==> config.mk <==
export PLATFORM = sky130hd
export DESIGN_NAME = column_scheduler_flat
export DESIGN_NICKNAME = d
export VERILOG_FILES = /design/src/rtl/column_scheduler_if.sv /design/src/rtl/column_scheduler.sv /design/src/flat_wrapper.sv
export SDC_FILE = /design/constraint.sdc
export NUM_CORES = 1
export LEC_CHECK = 0
export BUFFER_PORTS_ARGS = -buffer_cell sky130_fd_sc_hd__clkbuf_2
export CAP_MARGIN = 20
export CORE_MARGIN = 1
export CORE_UTILIZATION = 35
export CTS_BUF_LIST = sky130_fd_sc_hd__clkbuf_4 sky130_fd_sc_hd__clkbuf_8 sky130_fd_sc_hd__clkbuf_16
export CTS_CLUSTER_DIAMETER = 200
export CTS_CLUSTER_SIZE = 40
export DETAILED_ROUTE_END_ITERATION = 7
export SLEW_MARGIN = 20
export SYNTH_ARGS = -nofsm -noshare
export SYNTH_HDL_FRONTEND = slang
export SYNTH_SLANG_ARGS = --single-unit
==> constraint.sdc <==
create_clock -name clock -period 13.5 [get_ports clock]
set_input_delay 0 -clock clock [delete_from_list [all_inputs] [get_ports clock]]
set_output_delay 0 -clock clock [all_outputs]
set_load 0.02 [all_outputs]
==> src/rtl/column_scheduler_if.sv <==
// Column scheduler bus: player controls in, column/score state out.
interface column_scheduler_if;
  logic       start;
  logic [7:0] user_input;
  logic [7:0] letter1;
  logic [7:0] letter2;
  logic [7:0] letter3;
  logic [4:0] ypos1;
  logic [4:0] ypos2;
  logic [4:0] ypos3;
  logic [2:0] active;
  logic [7:0] score;
  logic       correct;
  logic       game_over;
  logic [1:0] state;

  modport master (
    output start, user_input,
    input  letter1, letter2, letter3,
    input  ypos1, ypos2, ypos3,
    input  active, score, correct,
    input  game_over, state
  );

  modport slave (
    input  start, user_input,
    output letter1, letter2, letter3,
    output ypos1, ypos2, ypos3,
    output active, score, correct,
    output game_over, state
  );
endinterface

==> src/rtl/column_scheduler.sv <==
// Falling-letter game core: three columns, tick pacing, LFSR spawn,
// switch matching, saturating score and speed-up.
module column_scheduler #(
  parameter int TICK_INIT  = 25000000,
  parameter int TICK_MIN   = 5000000,
  parameter int TICK_STEP  = 2500000,
  parameter int BOTTOM_ROW = 29,
  parameter int SPAWN_GAP  = 8
) (
  input logic clock,
  input logic reset_signal,
  column_scheduler_if.slave bus
);
  typedef enum logic [1:0] {
    IDLE = 2'd0,
    PLAY = 2'd1,
    OVER = 2'd2
  } state_t;

  state_t      st;
  logic [7:0]  lfsr;
  logic [7:0]  prev_in;
  logic [7:0]  score_q;
  logic [7:0]  let_q [3];
  logic [4:0]  row_q [3];
  logic [2:0]  live;
  logic [31:0] period;
  logic [31:0] pend;
  logic [31:0] cnt;
  logic        correct_q;
  logic        over_q;

  logic [7:0]  let_n [3];
  logic [4:0]  row_n [3];
  logic [2:0]  live_n;
  logic        evt;
  logic        step;
  logic        hit;
  logic        bottom;
  logic        gap_ok;
  logic        spawned;
  logic        speed;
  logic [1:0]  win;
  logic [7:0]  score_inc;
  logic [31:0] pend_n;

  assign evt  = (bus.user_input != prev_in) &&
                (bus.user_input != 8'd0);
  assign step = (st == PLAY) && (cnt == period - 32'd1);

  // Deepest matching column wins; strict compare keeps ties on low index.
  always_comb begin
    hit = 1'b0;
    win = 2'd0;
    for (int i = 0; i < 3; i++) begin
      if (evt && live[i] &&
          let_q[i] == bus.user_input &&
          (!hit || row_q[i] > row_q[win])) begin
        hit = 1'b1;
        win = 2'(i);
      end
    end
  end

  assign score_inc = score_q + 8'd1;
  assign speed = hit && (score_q != 8'hFF) &&
                 (score_inc[2:0] == 3'd0);

  always_comb begin
    pend_n = pend;
    if (speed) begin
      if (pend >= 32'(TICK_MIN + TICK_STEP))
        pend_n = pend - 32'(TICK_STEP);
      else
        pend_n = 32'(TICK_MIN);
    end
  end

  // Clear first, then bottom test, then move and spawn.
  always_comb begin
    let_n   = let_q;
    row_n   = row_q;
    live_n  = live;
    bottom  = 1'b0;
    gap_ok  = 1'b1;
    spawned = 1'b0;
    if (hit) begin
      let_n[win]  = 8'd0;
      row_n[win]  = 5'd0;
      live_n[win] = 1'b0;
    end
    for (int i = 0; i < 3; i++) begin
      if (live_n[i] && row_n[i] == 5'(BOTTOM_ROW))
        bottom = 1'b1;
      if (live_n[i] &&
          32'(row_n[i]) + 32'd1 < 32'(SPAWN_GAP))
        gap_ok = 1'b0;
    end
    if (step && !bottom) begin
      for (int i = 0; i < 3; i++) begin
        if (live_n[i])
          row_n[i] = row_n[i] + 5'd1;
      end
      for (int i = 0; i < 3; i++) begin
        if (gap_ok && !spawned && !live_n[i]) begin
          spawned   = 1'b1;
          live_n[i] = 1'b1;
          let_n[i]  = lfsr;
          row_n[i]  = 5'd0;
        end
      end
    end
  end

  always_ff @(posedge clock) begin
    if (!reset_signal) begin
      st        <= IDLE;
      lfsr      <= 8'hA5;
      prev_in   <= 8'd0;
      score_q   <= 8'd0;
      live      <= 3'd0;
      correct_q <= 1'b0;
      over_q    <= 1'b0;
      period    <= 32'(TICK_INIT);
      pend      <= 32'(TICK_INIT);
      cnt       <= 32'd0;
      for (int i = 0; i < 3; i++) begin
        let_q[i] <= 8'd0;
        row_q[i] <= 5'd0;
      end
    end else begin
      lfsr      <= {lfsr[6:0],
                    lfsr[7] ^ lfsr[5] ^ lfsr[4] ^ lfsr[3]};
      prev_in   <= bus.user_input;
      correct_q <= 1'b0;
      unique case (st)
        PLAY: begin
          let_q <= let_n;
          row_q <= row_n;
          live  <= live_n;
          pend  <= pend_n;
          if (hit) begin
            correct_q <= 1'b1;
            if (score_q != 8'hFF)
              score_q <= score_inc;
          end
          if (step) begin
            cnt    <= 32'd0;
            period <= pend_n;
            if (bottom) begin
              st     <= OVER;
              over_q <= 1'b1;
            end
          end else begin
            cnt <= cnt + 32'd1;
          end
        end
        IDLE, OVER: begin
          if (bus.start) begin
            st       <= PLAY;
            over_q   <= 1'b0;
            score_q  <= 8'd0;
            period   <= 32'(TICK_INIT);
            pend     <= 32'(TICK_INIT);
            cnt      <= 32'd0;
            live     <= 3'b001;
            let_q[0] <= lfsr;
            row_q[0] <= 5'd0;
            for (int i = 1; i < 3; i++) begin
              let_q[i] <= 8'd0;
              row_q[i] <= 5'd0;
            end
          end
        end
        default: st <= IDLE;
      endcase
    end
  end

  assign bus.letter1   = let_q[0];
  assign bus.letter2   = let_q[1];
  assign bus.letter3   = let_q[2];
  assign bus.ypos1     = row_q[0];
  assign bus.ypos2     = row_q[1];
  assign bus.ypos3     = row_q[2];
  assign bus.active    = live;
  assign bus.score     = score_q;
  assign bus.correct   = correct_q;
  assign bus.game_over = over_q;
  assign bus.state     = st;
endmodule

==> src/flat_wrapper.sv <==
// flat-port wrapper written by rule: the top's interface ports become plain ports
module column_scheduler_flat 
#(
  parameter int TICK_INIT  = 25000000,
  parameter int TICK_MIN   = 5000000,
  parameter int TICK_STEP  = 2500000,
  parameter int BOTTOM_ROW = 29,
  parameter int SPAWN_GAP  = 8
)
  (clock, reset_signal, bus_start, bus_user_input, bus_letter1, bus_letter2, bus_letter3, bus_ypos1, bus_ypos2, bus_ypos3, bus_active, bus_score, bus_correct, bus_game_over, bus_state);
  column_scheduler_if bus_i ();
  input logic clock;
  input logic reset_signal;
  input wire logic [$bits(bus_i.start)-1:0] bus_start;
  input wire logic [$bits(bus_i.user_input)-1:0] bus_user_input;
  output wire logic [$bits(bus_i.letter1)-1:0] bus_letter1;
  output wire logic [$bits(bus_i.letter2)-1:0] bus_letter2;
  output wire logic [$bits(bus_i.letter3)-1:0] bus_letter3;
  output wire logic [$bits(bus_i.ypos1)-1:0] bus_ypos1;
  output wire logic [$bits(bus_i.ypos2)-1:0] bus_ypos2;
  output wire logic [$bits(bus_i.ypos3)-1:0] bus_ypos3;
  output wire logic [$bits(bus_i.active)-1:0] bus_active;
  output wire logic [$bits(bus_i.score)-1:0] bus_score;
  output wire logic [$bits(bus_i.correct)-1:0] bus_correct;
  output wire logic [$bits(bus_i.game_over)-1:0] bus_game_over;
  output wire logic [$bits(bus_i.state)-1:0] bus_state;
  assign bus_i.start = bus_start;
  assign bus_i.user_input = bus_user_input;
  assign bus_letter1 = bus_i.letter1;
  assign bus_letter2 = bus_i.letter2;
  assign bus_letter3 = bus_i.letter3;
  assign bus_ypos1 = bus_i.ypos1;
  assign bus_ypos2 = bus_i.ypos2;
  assign bus_ypos3 = bus_i.ypos3;
  assign bus_active = bus_i.active;
  assign bus_score = bus_i.score;
  assign bus_correct = bus_i.correct;
  assign bus_game_over = bus_i.game_over;
  assign bus_state = bus_i.state;
  column_scheduler #(.TICK_INIT(TICK_INIT), .TICK_MIN(TICK_MIN), .TICK_STEP(TICK_STEP), .BOTTOM_ROW(BOTTOM_ROW), .SPAWN_GAP(SPAWN_GAP)) u_core (.clock(clock), .reset_signal(reset_signal), .bus(bus_i));
endmodule
**Word level (Yosys, flattened, before mapping)**

Index checks and enable logic that the tools add are counted.

- Bits in writable memories: 0
- Bits in latches: 0
- Logic and storage cells: 181
- Register bits after elaboration: 166
- Output and inout port bits: 54
- ROM bits: 0
- Memories: 0
- Input port bits: 11

- Bitwise logic cells: 11
- Order comparisons: 11
- Add/subtract/negate cells: 10
- Shifts and indexed selects: 0
- Mux-type cells: 70
- Reduce and logical (&&, ||, !) cells: 47
- Multipliers: 0
- Div/mod/pow operators: 0
- Equality and inequality tests: 16

Operators with widths:

| cell | count |
|---|---|
| 32-bit 2-to-1 mux | 6 |
| 32-bit case mux with 2 select lines | 3 |
| 32-bit by 4-bit < comparator with 1-bit output, second input constant | 3 |
| 24-bit 2-to-1 mux | 3 |
| 8-bit 2-to-1 mux | 7 |
| 24-bit case mux with 2 select lines | 1 |
| 15-bit 2-to-1 mux | 3 |
| 5-bit 2-to-1 mux | 9 |
| 32-bit by 1-bit adder with 32-bit output, second input constant | 1 |
| 32-bit equality test | 1 |
| 32-bit by 23-bit >= comparator with 1-bit output, second input constant | 1 |
| 32-bit by 1-bit subtractor with 32-bit output, second input constant | 1 |
| 32-bit by 22-bit subtractor with 32-bit output, second input constant | 1 |
| 15-bit case mux with 2 select lines | 1 |
| 1-bit logical AND | 26 |
| 24-bit AND | 1 |
| 8-bit equality test | 3 |
| 24-bit inverter | 1 |
| 1-bit 2-to-1 mux | 22 |
| 5-bit by 1-bit adder with 6-bit output, second input constant | 3 |
| 8-bit demux with 2-bit select | 1 |
| 8-bit case mux with 2 select lines | 1 |
| 5-bit by 1-bit adder with 5-bit output, second input constant | 3 |
| 15-bit AND | 1 |
| other kinds (36) | 62 |

**Depth between registers and ports, before layout**

Gate-level depths: netlist of the first run.

- Depth in word-level cells: 45
- Gate-level depth with buffers: 27
- Gate-level depth less buffers: 24

**Least setup slack after synthesis of the first run**

OpenSTA, ideal clock, no wires.

- Path type: reg-to-reg
- Start: reg u_core.row_q, in the netlist u_core.bus.ypos1[3]
- End: reg u_core.row_q, in the netlist u_core.bus.ypos3[2]
- Clock period less this slack: 5.381 ns
- Slack: 8.119 ns
- Path buffers: 2
- Stages on the path, launching flop included: 24
- Required time: 13.405 ns
- Data arrival time: 5.286 ns
- Setup time: 0.095 ns
- Cell sequence: dfxtp_1 > inv_1 > ha_1 > and3_1 > o21a_1 > o31ai_1 > a211o_1 > clkbuf_1 > mux2i_1 > ha_1 > a21oi_1 > o221ai_1 > nor4b_1 > a2111oi_1 > nor2_1 > inv_1 > ha_1 > nand4_1 > or3_1 > and4_1 > clkbuf_1 > nand3_1 > o21ai_0 > a221oi_1

- Cells in the longest elaborated chain, start to end: 40
- Elaborated cells between the ends (all ways): 74
- Those cells by class: add/sub (4); order compare (9); eq/ne (3); mux (27); bitwise (6); reduce/logical (25)

RTL lines:

| element | line | text |
|---|---|---|
| start: declaration | column_scheduler.sv:25 | `logic [4:0] row_q [3];` |
| start signal: assignment | column_scheduler.sv:139 | `row_q <= row_n;` |
| 5-bit greater-than comparator | column_scheduler.sv:58 | `(!hit \|\| row_q[i] > row_q[win])) begin` |
| 1-bit logical OR | column_scheduler.sv:58 |  |
| 1-bit logical AND | column_scheduler.sv:57 | `let_q[i] == bus.user_input &&` |
| 1-bit 2-to-1 mux | column_scheduler.sv:56 | `if (evt && live[i] &&` |
| 2-bit inverter with 3-bit output (not written as such) | column_scheduler.sv:58 |  |
| 5-bit binary-select mux with 2-bit select | column_scheduler.sv:58 |  |
| 5-bit 2-to-1 mux (not written as such) (2 in series) | column_scheduler.sv:58 |  |
| 5-bit greater-than comparator | column_scheduler.sv:58 |  |
| [... 21 more ...] | n/a |  |
| 1-bit logical AND (2 in series) | column_scheduler.sv:105 | `if (gap_ok && !spawned && !live_n[i]) begin` |
| 1-bit 2-to-1 mux | column_scheduler.sv:105 |  |
| 1-bit 2-to-1 mux | column_scheduler.sv:99 | `if (step && !bottom) begin` |
| 1-bit zero test | column_scheduler.sv:105 |  |
| 1-bit logical AND (2 in series) | column_scheduler.sv:105 |  |
| 5-bit 2-to-1 mux | column_scheduler.sv:105 |  |
| 15-bit 2-to-1 mux * | column_scheduler.sv:99 |  |
| 15-bit case mux with 2 select lines * | column_scheduler.sv:136 | `unique case (st)` |

Mark *: on every way between the ends. The rest lies on a longest branch, timed or not. The select of a mux whose other input is x is not followed.
A chain may end at the register's enable or synchronous reset.

**Worst setup path after layout of the first run**

- Start: reg u_core.row_q, in the netlist u_core.bus.ypos1[3]
- End: reg u_core.let_q, in the netlist u_core.bus.letter3[4]

- Cells in the longest elaborated chain, start to end: 40
- Elaborated cells between the ends (all ways): 77
- Those cells by class: add/sub (3); order compare (9); eq/ne (3); mux (29); bitwise (8); reduce/logical (25)

RTL lines:

| element | line | text |
|---|---|---|
| 5-bit greater-than comparator | column_scheduler.sv:58 |  |
| 1-bit logical OR | column_scheduler.sv:58 |  |
| 1-bit logical AND | column_scheduler.sv:57 |  |
| 1-bit 2-to-1 mux | column_scheduler.sv:56 |  |
| 2-bit inverter with 3-bit output (not written as such) | column_scheduler.sv:58 |  |
| 5-bit binary-select mux with 2-bit select | column_scheduler.sv:58 |  |
| 5-bit 2-to-1 mux (not written as such) (2 in series) | column_scheduler.sv:58 |  |
| 5-bit greater-than comparator | column_scheduler.sv:58 |  |
| [... 21 more ...] | n/a |  |
| 1-bit logical AND (2 in series) | column_scheduler.sv:105 |  |
| 1-bit 2-to-1 mux | column_scheduler.sv:105 |  |
| 1-bit 2-to-1 mux | column_scheduler.sv:99 |  |
| 1-bit zero test | column_scheduler.sv:105 |  |
| 1-bit logical AND (2 in series) | column_scheduler.sv:105 |  |
| 8-bit 2-to-1 mux | column_scheduler.sv:105 |  |
| 24-bit 2-to-1 mux * | column_scheduler.sv:99 |  |
| 24-bit case mux with 2 select lines * | column_scheduler.sv:136 |  |
| end signal: assignment | column_scheduler.sv:138 | `let_q <= let_n;` |
| end: declaration | column_scheduler.sv:24 | `logic [7:0] let_q [3];` |

Marks and branches as above.

==> results of run 1 <==
[cell families after synthesis]
| kind of cell | Yosys count | synth area share [%] |
|---|---|---|
| DFF | 166 | 32.55 |
| buffers and inverters | 133 | 5.110 |
| adders and majority gates | 21 | 2.573 |
| xor gates and xnor gates | 97 | 8.455 |
| AOI/OAI and AO/OA | 339 | 22.60 |
| and+or+nand+nor | 568 | 27.83 |
| muxes | 9 | 0.8945 |
[state kept, by name (all words and copies together) (netlist names), 3 cells and up]
| name | count |
|---|---|
| u_core.period | 32 |
| u_core.cnt | 32 |
| u_core.lfsr | 8 |
| u_core.pend | 32 |
| u_core.bus.score | 8 |
| u_core.bus.letter2 | 8 |
| u_core.bus.ypos3 | 5 |
| u_core.bus.ypos2 | 5 |
| u_core.bus.active | 3 |
| u_core.prev_in | 8 |
| u_core.bus.letter3 | 8 |
| u_core.bus.ypos1 | 5 |
| u_core.bus.letter1 | 8 |
[power breakdown]
group	leakage [nW]	switching (W)	internal [W]
combinational	2.40	0.0000804	0.0000331
clock	0.274	0.000219	0.000248
sequential	1.35	0.00000920	0.000498
total	4.02	0.000309	0.000779
[synth_stat cells, drive strengths merged (10+ instances only)]
library cell / count / area, um2
o21ai: 61 / 305.3
a211oi: 18 / 135.1
a21oi: 96 / 480.5
nand3: 55 / 275.3
o221a: 14 / 157.7
nand2: 157 / 589.3
o32ai: 10 / 87.58
nor4: 27 / 183.9
o21a: 18 / 135.1
o211ai: 24 / 180.2
buf: 17 / 85.08
nand4: 32 / 200.2
ha: 21 / 262.8
and2: 26 / 162.7
xor2: 24 / 210.2
xnor2: 72 / 630.6
and3: 23 / 143.9
clkbuf: 73 / 275.3
or3: 22 / 137.6
dfxtp: 166 / 3323
o311a: 11 / 110.1
a31oi: 14 / 87.58
inv: 43 / 161.4
nor2: 114 / 427.9
nor3: 52 / 260.3
[repair_timing]
action                    4_1_cts  5_1_grt
hold buffers                    9        0
hold endpoints to repair        9        0
setup buffers                   0        0
[layer usage]
layer,global-route usage (%),share of wire (%),up-vias
li1,-,-,4900
met1,28.37,48,4762
met2,32.22,45,273
met3,3.320,4.8,39
met4,7.264,2.2,0
met5,0,0,-
[layout make-up]
| class | count | area [um2] | share of cell area [%] |
|---|---|---|---|
| tap | 384 | 480.5 | 4.202 |
| sequential | 166 | 3323 | 29.07 |
| multi-input combinational | 1034 | 6396 | 55.94 |
| clock buffer | 20 | 454.2 | 3.972 |
| timing repair buffer | 88 | 523.0 | 4.574 |
| inverter | 43 | 161.4 | 1.412 |
| clock inverter | 12 | 95.09 | 0.8317 |
[cells in the final DEF, fill, tap and decap left out, types with 7 or more instances in the layout]
master | Yosys | routed
a211o_1 | 8 | 8
a211oi_1 | 18 | 18
a21oi_1 | 96 | 96
a31oi_1 | 14 | 14
and2_1 | 26 | 26
and3_1 | 23 | 23
and4_1 | 8 | 8
buf_4 | 3 | 15
clkbuf_16 | 0 | 17
clkbuf_2 | 1 | 64
dfxtp_1 | 166 | 166
dlygate4sd3_1 | 0 | 9
ha_1 | 21 | 21
inv_1 | 42 | 42
mux2i_1 | 8 | 8
nand2_1 | 157 | 156
nand2b_1 | 8 | 7
nand3_1 | 55 | 55
nand4_1 | 32 | 32
nor2_1 | 114 | 113
nor2b_1 | 8 | 8
nor3_1 | 52 | 52
nor4_1 | 26 | 26
o211a_1 | 8 | 8
o211ai_1 | 24 | 24
o21a_1 | 18 | 18
o21ai_0 | 54 | 53
o21ai_1 | 7 | 7
o221a_2 | 11 | 11
o311a_1 | 11 | 11
o31ai_1 | 7 | 7
o32ai_1 | 10 | 10
or3_1 | 22 | 22
xnor2_1 | 72 | 72
xor2_1 | 24 | 24
[metrics by stage]
step / worst slack (ns) / hold slack, ns
after CTS: 7.502 / 0.2085
after detailed placement: 7.519 / 0.3035
final: 7.448 / 0.2020
after global placement: 7.697 / 0.3115
after global routing: 6.785 / 0.2286
after floorplan: 8.119 / 0.1865
[worst max path at each step]
stage / startpoint / end / slack, ns / depth (start not counted)
CTS: u_core.bus.ypos1[2] / u_core.bus.letter3[6] / 7.50 / 23
finish: u_core.bus.ypos1[3] / u_core.bus.letter3[4] / 7.45 / 23
detailed placement: u_core.bus.ypos1[2] / u_core.bus.letter3[6] / 7.52 / 23
floorplan: u_core.bus.ypos1[3] / u_core.bus.ypos3[2] / 8.12 / 23
global placement: u_core.bus.ypos1[2] / u_core.bus.letter1[7] / 7.70 / 22
global route: u_core.bus.ypos1[2] / u_core.bus.letter3[7] / 6.79 / 23
[worst register-to-register path, cell delays in order (launching register included)]
cell,delay [ns]
dfxtp_1,0.44
inv_1,0.12
ha_1,0.30
and3_1,0.18
o21a_1,0.11
o31ai_1,0.26
a211o_1,0.41
mux2i_1,0.14
ha_1,0.33
nand4_1,0.15
o221ai_1,0.23
o21ai_0,0.15
nor2_1,0.28
nor2_1,0.22
nor2b_1,0.21
ha_1,0.22
nor2_1,0.06
mux2i_1,0.15
nor2_1,0.06
o211a_1,0.17
nor4b_2,0.88
nand4_1,0.47
o211ai_1,0.28
o21ai_0,0.12
==> reports/metrics.cfg, run 1 <==
[finish]
layout.cells.non_filler = 1747
fin_util_pct = 39.83
fillers = 3035
area_growth_pct = 11.97
drive_above_1_share_pct = 10.42
antenna_cells = 0
fin_area_um2 = 11430
final_nets = 1382

[floorplan]
core_um2 = 28700
fp.dieW_um = 172.8
num_io_pins = 65
start_util_pct = 35.58
dieArea_um2 = 29860
rows = 62
fp.dieH_um = 172.8

[pwr]
power_density_nw_per_um2 = 95.13
power_w = 0.001088
leakagePower_nw = 4.020
ir_drop_v = 0.00007667

[flow_run]
cap_violations = 0

[worst_setup_path]
worstPathArrival_ns = 6.36
cp_num_buf_inv = 1
cp_top_family = simple AND/OR/NAND/NOR gates
crit_chain = inv_1, ha_1, and3_1, o21a_1, o31ai_1, a211o_1, mux2i_1, ha_1, nand4_1, o221ai_1, o21ai_0, nor2_1, nor2_1, nor2b_1, ha_1, nor2_1, mux2i_1, nor2_1, o211a_1, nor4b_2, nand4_1, o211ai_1, o21ai_0
worstSetupStartpointType = flip-flop
r2r_start = u_core.bus.ypos1[3]
slowest_stage = nor4b_2
r2r-end = u_core.bus.letter3[4]
crit_type = reg -> reg
cp-end-kind = flip-flop
critical_path.max_fanout = 12
cpMostUsedCell = nor2_1
reg2reg_depth = 23
r2r_setup_slack_ns = 7.45
crit_required_ns = 13.81
max_stage_delay_ns = 0.88

[timing]
fmax_ghz = 0.1652
worst_pin_slew_ns = 0.9943
hold_violations = 0
drv_slew = 0
max_slew_margin_pct = 33.54
clock_skew_ns = 0.01049
setup_viol = 0
fin_setup_tns_ns = 0
min_period_ns = 6.052
rsz0062_at_grt = false
finalCritPeriodShare_pct = 44.83

[placed_design]
dpl_cell_area_um2 = 10790
post-dp-hpwl_um = 21310
io_buffers = 64
gp_congestion = 0.8913
place_inst = 1706

[grt]
grt_pass1_vias = 9168
antenna_found_initial = 0
grt_pass1_wl_um = 49850
grtUsageTotal_pct = 20.53
grt_overflow_total = 0
grt_max_degree = 72

[route]
drtIter0Drc = 770
drc_errors = 0
routed-via-count = 9974
vias_per_cell = 5.709
finalWirelength_um = 30690
avgRoutedWirePerCell_um = 17.57
drtPass1Iterations = 6
ant_nets = 0

[hold_path]
whs_path_depth = 3
min_path_type = in -> reg
worstHoldStart = reset_signal
hold_end = u_core.lfsr[0]

[clock_network]
cts_made_buffers = 17
clock_latency_ns = 0.43
clk_path_buf_depth = 2
cts.sinks = 166
cts_root_buffer = clkbuf_16
ctsResizeCount = 0
clkTransAtPathRegs_ns = 0.07
cts_tree = built
htreeDepth = 4

[synthesis]
synth.avg_cell_area_um2 = 7.660
synthDistinctLibCells = 77
synthCells = 1333
synth_fp_nets = 1365
synth_flop_cell = dfxtp_1
ys_seq_elements = 166
netlist_area_um2 = 10210
synth_enable_flop_cells = 0
async_flop_share_pct = 0
ys_seq_area_share_pct = 32.55
yosysWarnings = 0

[run_status]
status = finished clean

Power figures use the tool's default switching activity.
==> inputs of run 2 (changes only) <==
--- a/config.mk
+++ b/config.mk
@@ -5,6 +5,7 @@
 export SDC_FILE = /design/constraint.sdc
 export NUM_CORES = 1
 export LEC_CHECK = 0
+export ABC_AREA = 1
 export BUFFER_PORTS_ARGS = -buffer_cell sky130_fd_sc_hd__clkbuf_2
 export CAP_MARGIN = 20
 export CORE_MARGIN = 1
==> constraint.sdc (replaced) <==
create_clock -name clock -period 5 [get_ports clock]
set_input_delay 0 -clock clock [delete_from_list [all_inputs] [get_ports clock]]
set_output_delay 0 -clock clock [all_outputs]
set_load 0.02 [all_outputs]
==> reports/metrics.cfg, run 2 <==
[run_status]
status = finished with violations  ; was finished clean
violations = design-rule violations

[pwr]
power_w = 0.003314  ; was 0.001088 W
swShare_pct = 32.64  ; was 28.38%
p_int_w = 0.002232  ; was 0.0007790 W
combinationalPowerShare_pct = 17.2  ; was 10.4%
p_seq_share_pct = 44.2  ; was 46.7%
p_switching_w = 0.001082  ; was 0.0003087 W
power_density_nw_per_um2 = 268.8  ; was 95.13 nW/um2
ir_drop_v = 0.0001344  ; was 0.00007667 V
leakagePower_nw = 5.391  ; was 4.020 nW
clkPwrFrac_pct = 38.6  ; was 42.9%

[placed_design]
place_ws_ns = -0.1554  ; was 7.519 ns
post-dp-hpwl_um = 23160  ; was 21310 um
dpl_cell_area_um2 = 11550  ; was 10790 um2
io_buffers = 64  ; unchanged
gp_congestion = 0.9032  ; was 0.8913

[timing]
fmax_ghz = 0.2125  ; was 0.1652 GHz
max_slew_margin_pct = 35.84  ; was 33.54%
min_period_ns = 4.706  ; was 6.052 ns
clock_skew_ns = 0.01517  ; was 0.01049 ns
finalCritPeriodShare_pct = 94.13  ; was 44.83%
setup_viol = 0  ; unchanged
final.setup.worst_slack_ns = 0.2935  ; was 7.448 ns
hold_violations = 0  ; unchanged
worst_pin_slew_ns = 0.9624  ; was 0.9943 ns
drv_slew = 0  ; unchanged

[synthesis]
synth.avg_cell_area_um2 = 6.353  ; was 7.660 um2
synthDistinctLibCells = 49  ; was 77
ys_seq_area_share_pct = 30.68  ; was 32.55%
yosysWarnings = 0  ; unchanged
synth_fp_nets = 1737  ; was 1365
synthCells = 1705  ; was 1333
yosysTopAreaCell = dfxtp_1  ; unchanged
synth_enable_flop_cells = 0  ; unchanged
synth_flop_cell = dfxtp_1  ; unchanged
synth_area_leaders = dfxtp_1, nand2_1, inv_1  ; was dfxtp_1, xnor2_1, nand2_1
netlist_area_um2 = 10830  ; was 10210 um2
synth.most_common_cell = nand2_1  ; was dfxtp_1
async_flop_share_pct = 0  ; unchanged
ys_seq_elements = 166  ; unchanged
synth_top_area_share_pct = 30.68  ; was 32.55%
synthTopCellsByCount = nand2_1, inv_1, nor2_1  ; was dfxtp_1, nand2_1, nor2_1

[route]
vias_per_cell = 5.053  ; was 5.709
drtPass1Iterations = 8  ; was 6
finalWirelength_um = 31980  ; was 30690 um
ant_nets = 0  ; unchanged
routed-via-count = 10990  ; was 9974
drc_errors = 2  ; was 0
avgRoutedWirePerCell_um = 14.70  ; was 17.57 um
drtIter0Drc = 910  ; was 770

[finish]
drive_above_1_share_pct = 11.13  ; was 10.42%
most-common-layout-cells = nand2_1, inv_1, nor2_1  ; was dfxtp_1, nand2_1, nor2_1
fillers = 3149  ; was 3035
multi_input_area_um2 = 6439  ; was 6396 um2
fin_area_um2 = 12330  ; was 11430 um2
area_growth_pct = 13.84  ; was 11.97%
fin_util_pct = 40.42  ; was 39.83%
final_common_cell = nand2_1  ; was dfxtp_1
largestRegisters = u_core.cnt: 32 flops, u_core.pend: 32 flops, u_core.period: 32 flops  ; unchanged
antenna_cells = 0  ; unchanged
seq_area_um2 = 3326  ; was 3323 um2
final_nets = 1798  ; was 1382

[floorplan]
core_um2 = 30510  ; was 28700 um2
start_util_pct = 35.50  ; was 35.58%
fp.dieW_um = 177.9  ; was 172.8 um
num_io_pins = 65  ; unchanged
rows = 64  ; was 62
fp.dieH_um = 177.9  ; was 172.8 um
dieArea_um2 = 31660  ; was 29860 um2

[grt]
grt_overflow_total = 0  ; unchanged
grt_pass1_vias = 10140  ; was 9168
antenna_found_initial = 0  ; unchanged
grt_pass1_wl_um = 51810  ; was 49850 um
grt_max_degree = 81  ; was 72
grtUsageTotal_pct = 20.65  ; was 20.53%

[clock_network]
cts.sinks = 166  ; unchanged
cts_made_buffers = 17  ; unchanged
cts_root_buffer = clkbuf_16  ; unchanged
cts_tree = built  ; unchanged
clock_latency_ns = 0.45  ; was 0.43 ns
clkTransAtPathRegs_ns = 0.08  ; was 0.07 ns
htreeDepth = 4  ; unchanged
clk_path_buf_depth = 2  ; unchanged

[worst_setup_path]
critical_path.max_fanout = 17  ; was 12
slowest_stage = dfxtp_2  ; was nor4b_2
max_stage_delay_ns = 0.37  ; was 0.88 ns
cp-end-kind = flip-flop  ; unchanged
r2r_start = u_core.bus.ypos1[3]  ; unchanged
crit_path_start = u_core.bus.ypos1[3]  ; unchanged
r2r-end = u_core.bus.letter2[4]  ; was u_core.bus.letter3[4]
crit_type = reg -> reg  ; unchanged
cpMostUsedCell = nand2_1  ; was nor2_1
r2r_setup_slack_ns = 0.29  ; was 7.45 ns
worstSetupStartpointType = flip-flop  ; unchanged
reg2reg_depth = 32  ; was 23
worstPathArrival_ns = 5.07  ; was 6.36 ns
crit_required_ns = 5.36  ; was 13.81 ns

[hold_path]
whs_path_depth = 4  ; was 3
hold_end = u_core.prev_in[7]  ; was u_core.lfsr[0]
min_path_type = in -> reg  ; unchanged
worstHoldStart = bus_user_input[7]  ; was reset_signal

[flow_run]
cap_violations = 0  ; unchanged

run 2: how the worst max path moves through the flow:
| stage | end | slack [ns] | cells after the start |
|---|---|---|---|
| finish | u_core.bus.letter2[4] | 0.29 | 32 |
| global route | u_core.bus.letter2[4] | -0.05 | 31 |
| global placement | u_core.bus.letter3[3] | 0.04 | 32 |
| floorplan | u_core.bus.letter3[3] | 0.44 | 32 |
| CTS | u_core.bus.letter3[6] | 0.05 | 32 |
| detailed placement | u_core.bus.letter3[6] | -0.16 | 30 |
run 2: cell families after synthesis:
| group | share of synthesized area (%) |
|---|---|
| and+or+nand+nor | 34.17 |
| adders and majority gates | 2.426 |
| AOI/OAI and AO/OA | 14.60 |
| xor gates and xnor gates | 7.439 |
| DFF | 30.68 |
| buffers and inverters | 10.68 |
run 2: final cells by class:
| type | instances | share of cell area [%] |
|---|---|---|
| Multi-Input combinational cell | 1244 | 52.22 |
| Sequential cell | 166 | 26.97 |
| Inverter | 235 | 7.174 |
| Timing Repair Buffer | 102 | 5.145 |
| Tap cell | 396 | 4.018 |
| Clock buffer | 19 | 3.572 |
| Clock inverter | 13 | 0.9031 |
run 2: per-layer routing:
layer / share of wire (%) / global-route usage (%) / wire (um)
met1: 49 / 28.86 / 15620
met5: 0 / 0 / 0
met2: 44 / 32.54 / 14060
met3: 5.4 / 2.785 / 1722
met4: 1.8 / 6.517 / 582
run 2: critical path, delay by kind of cell, from the launching register on:
family,cells,cell delay [ns]
flops,1,0.37
fa+ha+maj,3,0.82
buf+inv,5,0.37
compound gates,6,0.93
simple gates,18,2.10
run 2: timing repair:
item | CTS | global route
hold endpoints to repair | 10 | 0
hold buffers | 10 | 0
gates resized for setup | 3 | 25
endpoints found under the setup margin | 34 | 41
pin swaps | 1 | 5
gates cloned | 0 | 1
setup buffers | 1 | 5
run 2: per-stage QoR:
stage,hold slack (ns),cells,setup TNS [ns]
final,0.4040,2175,0
after floorplan,0.09345,1705,0
after global placement,0.3014,2126,0
after global routing,0.4296,2175,-0.1368
after CTS,0.3866,2169,0
after detailed placement,0.3092,2126,-2.254
run 2: power groups by stage:
stage | combinational (W) | clock, W | sequential (W)
2_1_floorplan | 0.000402 | 0 | 0.00148
5_1_grt | 0.000642 | 0.00136 | 0.00148
6_report | 0.000570 | 0.00128 | 0.00147
4_1_cts | 0.000565 | 0.00130 | 0.00146
3_3_place_gp | 0.000551 | 0 | 0.00149
3_5_place_dp | 0.000556 | 0 | 0.00149
==> inputs of run 3 (changes only) <==
==> constraint.sdc (replaced) <==
create_clock -name clock -period 4.8 [get_ports clock]
set_input_delay 0 -clock clock [delete_from_list [all_inputs] [get_ports clock]]
set_output_delay 0 -clock clock [all_outputs]
set_load 0.02 [all_outputs]
==> reports/metrics.cfg, run 3 (synthesis results as in run 2) <==
[run_status]
status = finished with violations  ; unchanged
violations = design-rule violations  ; unchanged

[grt]
grt_overflow_total = 0  ; unchanged
grtUsageTotal_pct = 20.48  ; was 20.65%
grt_pass1_wl_um = 51430  ; was 51810 um
grt_max_degree = 76  ; was 81
antenna_found_initial = 0  ; unchanged
grt_pass1_vias = 9971  ; was 10140

[finish]
final_nets = 1813  ; was 1798
area_growth_pct = 15.58  ; was 13.84%
drive_above_1_share_pct = 12.32  ; was 11.13%
most-common-layout-cells = nand2_1, inv_1, nor2_1  ; unchanged
fillers = 3216  ; was 3149
antenna_cells = 0  ; unchanged
fin_util_pct = 41.04  ; was 40.42%
largestRegisters = u_core.cnt: 32 flops, u_core.pend: 32 flops, u_core.period: 32 flops  ; unchanged
layout.cells.non_filler = 2190  ; was 2175
multi_input_area_um2 = 6475  ; was 6439 um2
seq_area_um2 = 3324  ; was 3326 um2
final_common_cell = nand2_1  ; unchanged

[floorplan]
fp.dieW_um = 177.9  ; unchanged
dieArea_um2 = 31660  ; unchanged
fp.dieH_um = 177.9  ; unchanged
rows = 64  ; unchanged
num_io_pins = 65  ; unchanged
core_um2 = 30510  ; unchanged
start_util_pct = 35.50  ; unchanged

[timing]
worst_pin_slew_ns = 0.9353  ; was 0.9624 ns
drv_slew = 0  ; unchanged
clock_skew_ns = 0.01167  ; was 0.01517 ns
hold_violations = 0  ; unchanged
setup_viol = 0  ; unchanged
max_slew_margin_pct = 37.65  ; was 35.84%
fmax_ghz = 0.2193  ; was 0.2125 GHz
min_period_ns = 4.559  ; was 4.706 ns
finalCritPeriodShare_pct = 94.99  ; was 94.13%

[pwr]
power_density_nw_per_um2 = 280.9  ; was 268.8 nW/um2
ir_drop_v = 0.0001407  ; was 0.0001344 V
leakagePower_nw = 5.471  ; was 5.391 nW

[placed_design]
io_buffers = 64  ; unchanged
gp_congestion = 0.9243  ; was 0.9032
post-dp-hpwl_um = 23600  ; was 23160 um
place_inst = 2137  ; was 2126

[route]
vias_per_cell = 5.080  ; was 5.053
avgRoutedWirePerCell_um = 14.80  ; was 14.70 um
drtIter0Drc = 941  ; was 910
drc_errors = 2  ; unchanged
ant_nets = 0  ; unchanged
routed-via-count = 11130  ; was 10990
drtPass1Iterations = 7  ; was 8
finalWirelength_um = 32410  ; was 31980 um

[clock_network]
clkTransAtPathRegs_ns = 0.07  ; was 0.08 ns
cts.sinks = 166  ; unchanged
cts_tree = built  ; unchanged
clk_path_buf_depth = 2  ; unchanged
cts_made_buffers = 17  ; unchanged
htreeDepth = 4  ; unchanged
clock_latency_ns = 0.44  ; was 0.45 ns
cts_root_buffer = clkbuf_16  ; unchanged

[worst_setup_path]
worstSetupStartpointType = flip-flop  ; unchanged
max_stage_delay_ns = 0.44  ; was 0.37 ns
crit_required_ns = 5.11  ; was 5.36 ns
cpMostUsedCell = nand2_1  ; unchanged
worstPathArrival_ns = 4.87  ; was 5.07 ns
crit_type = reg -> reg  ; unchanged
slowest_stage = dfxtp_1  ; was dfxtp_2
critical_path.max_fanout = 6  ; was 17
cp-end-kind = flip-flop  ; unchanged

[hold_path]
min_path_type = in -> reg  ; unchanged

[flow_run]
cap_violations = 0  ; unchanged

-- run 3: final timing paths --
path | depth (start not counted) | endpoint | from | slack (ns)
min reg2reg | 2 | u_core.pend[3] | u_core.pend[3] | 0.43
max reg2reg | 31 | u_core.bus.ypos2[4] | u_core.bus.active[0] | 0.24
max | 31 | u_core.bus.ypos2[4] | u_core.bus.active[0] | 0.24
min | 3 | u_core.lfsr[5] | reset_signal | 0.02
-- run 3: per-stage QoR --
step | setup TNS (ns) | hold WS, ns | area (um2) | setup slack, ns | total power (W)
2_1_floorplan | 0 | 0.09345 | 10830 | 0.2435 | 0.001963
3_3_place_gp | 0 | 0.3078 | 11630 | 0.09487 | 0.002131
3_5_place_dp | -0.5534 | 0.3084 | 11630 | -0.06363 | 0.002140
4_1_cts | 0 | 0.008238 | 12310 | 0.05637 | 0.003529
5_1_grt | -0.2639 | 0.02310 | 12520 | -0.04818 | 0.003685
6_report | 0 | 0.01880 | 12520 | 0.2407 | 0.003517
-- run 3: per-layer routing --
metal	global-route usage [%]	routed length (um)
met4	6.054	525
met3	3.320	1707
met2	31.71	14150
met1	28.88	16030
met5	0	0
-- run 3: timing repair --
item,4_1_cts,5_1_grt
setup buffers,1,9
resized for setup,3,36
gates cloned,0,2
setup endpoints to repair,23,43
hold endpoints to repair,10,0
pin swaps,1,13
hold buffers,9,0
-- run 3: area by class of cell --
cell class	instances	area share (%)
well taps	396	3.958
flip-flops and latches	166	26.55
clock buffers	19	3.518
multi-input cells	1245	51.72
inverters	235	7.106
clock inverters	13	1.069
repair buffers	116	6.076
-- run 3: power breakdown --
group | switching [W] | internal, W
registers | 0.0000781 | 0.00145
clock network | 0.000641 | 0.000742
logic | 0.000414 | 0.000196
-- run 3: worst max-delay path: cells and delay by family (launching register included) --
family / cells / cell delay (ns)
DFF: 1 / 0.44
buffers and inverters: 5 / 0.76
and+or+nand+nor: 17 / 1.87
adders and majority gates: 2 / 0.52
AOI/OAI and AO/OA: 7 / 0.88
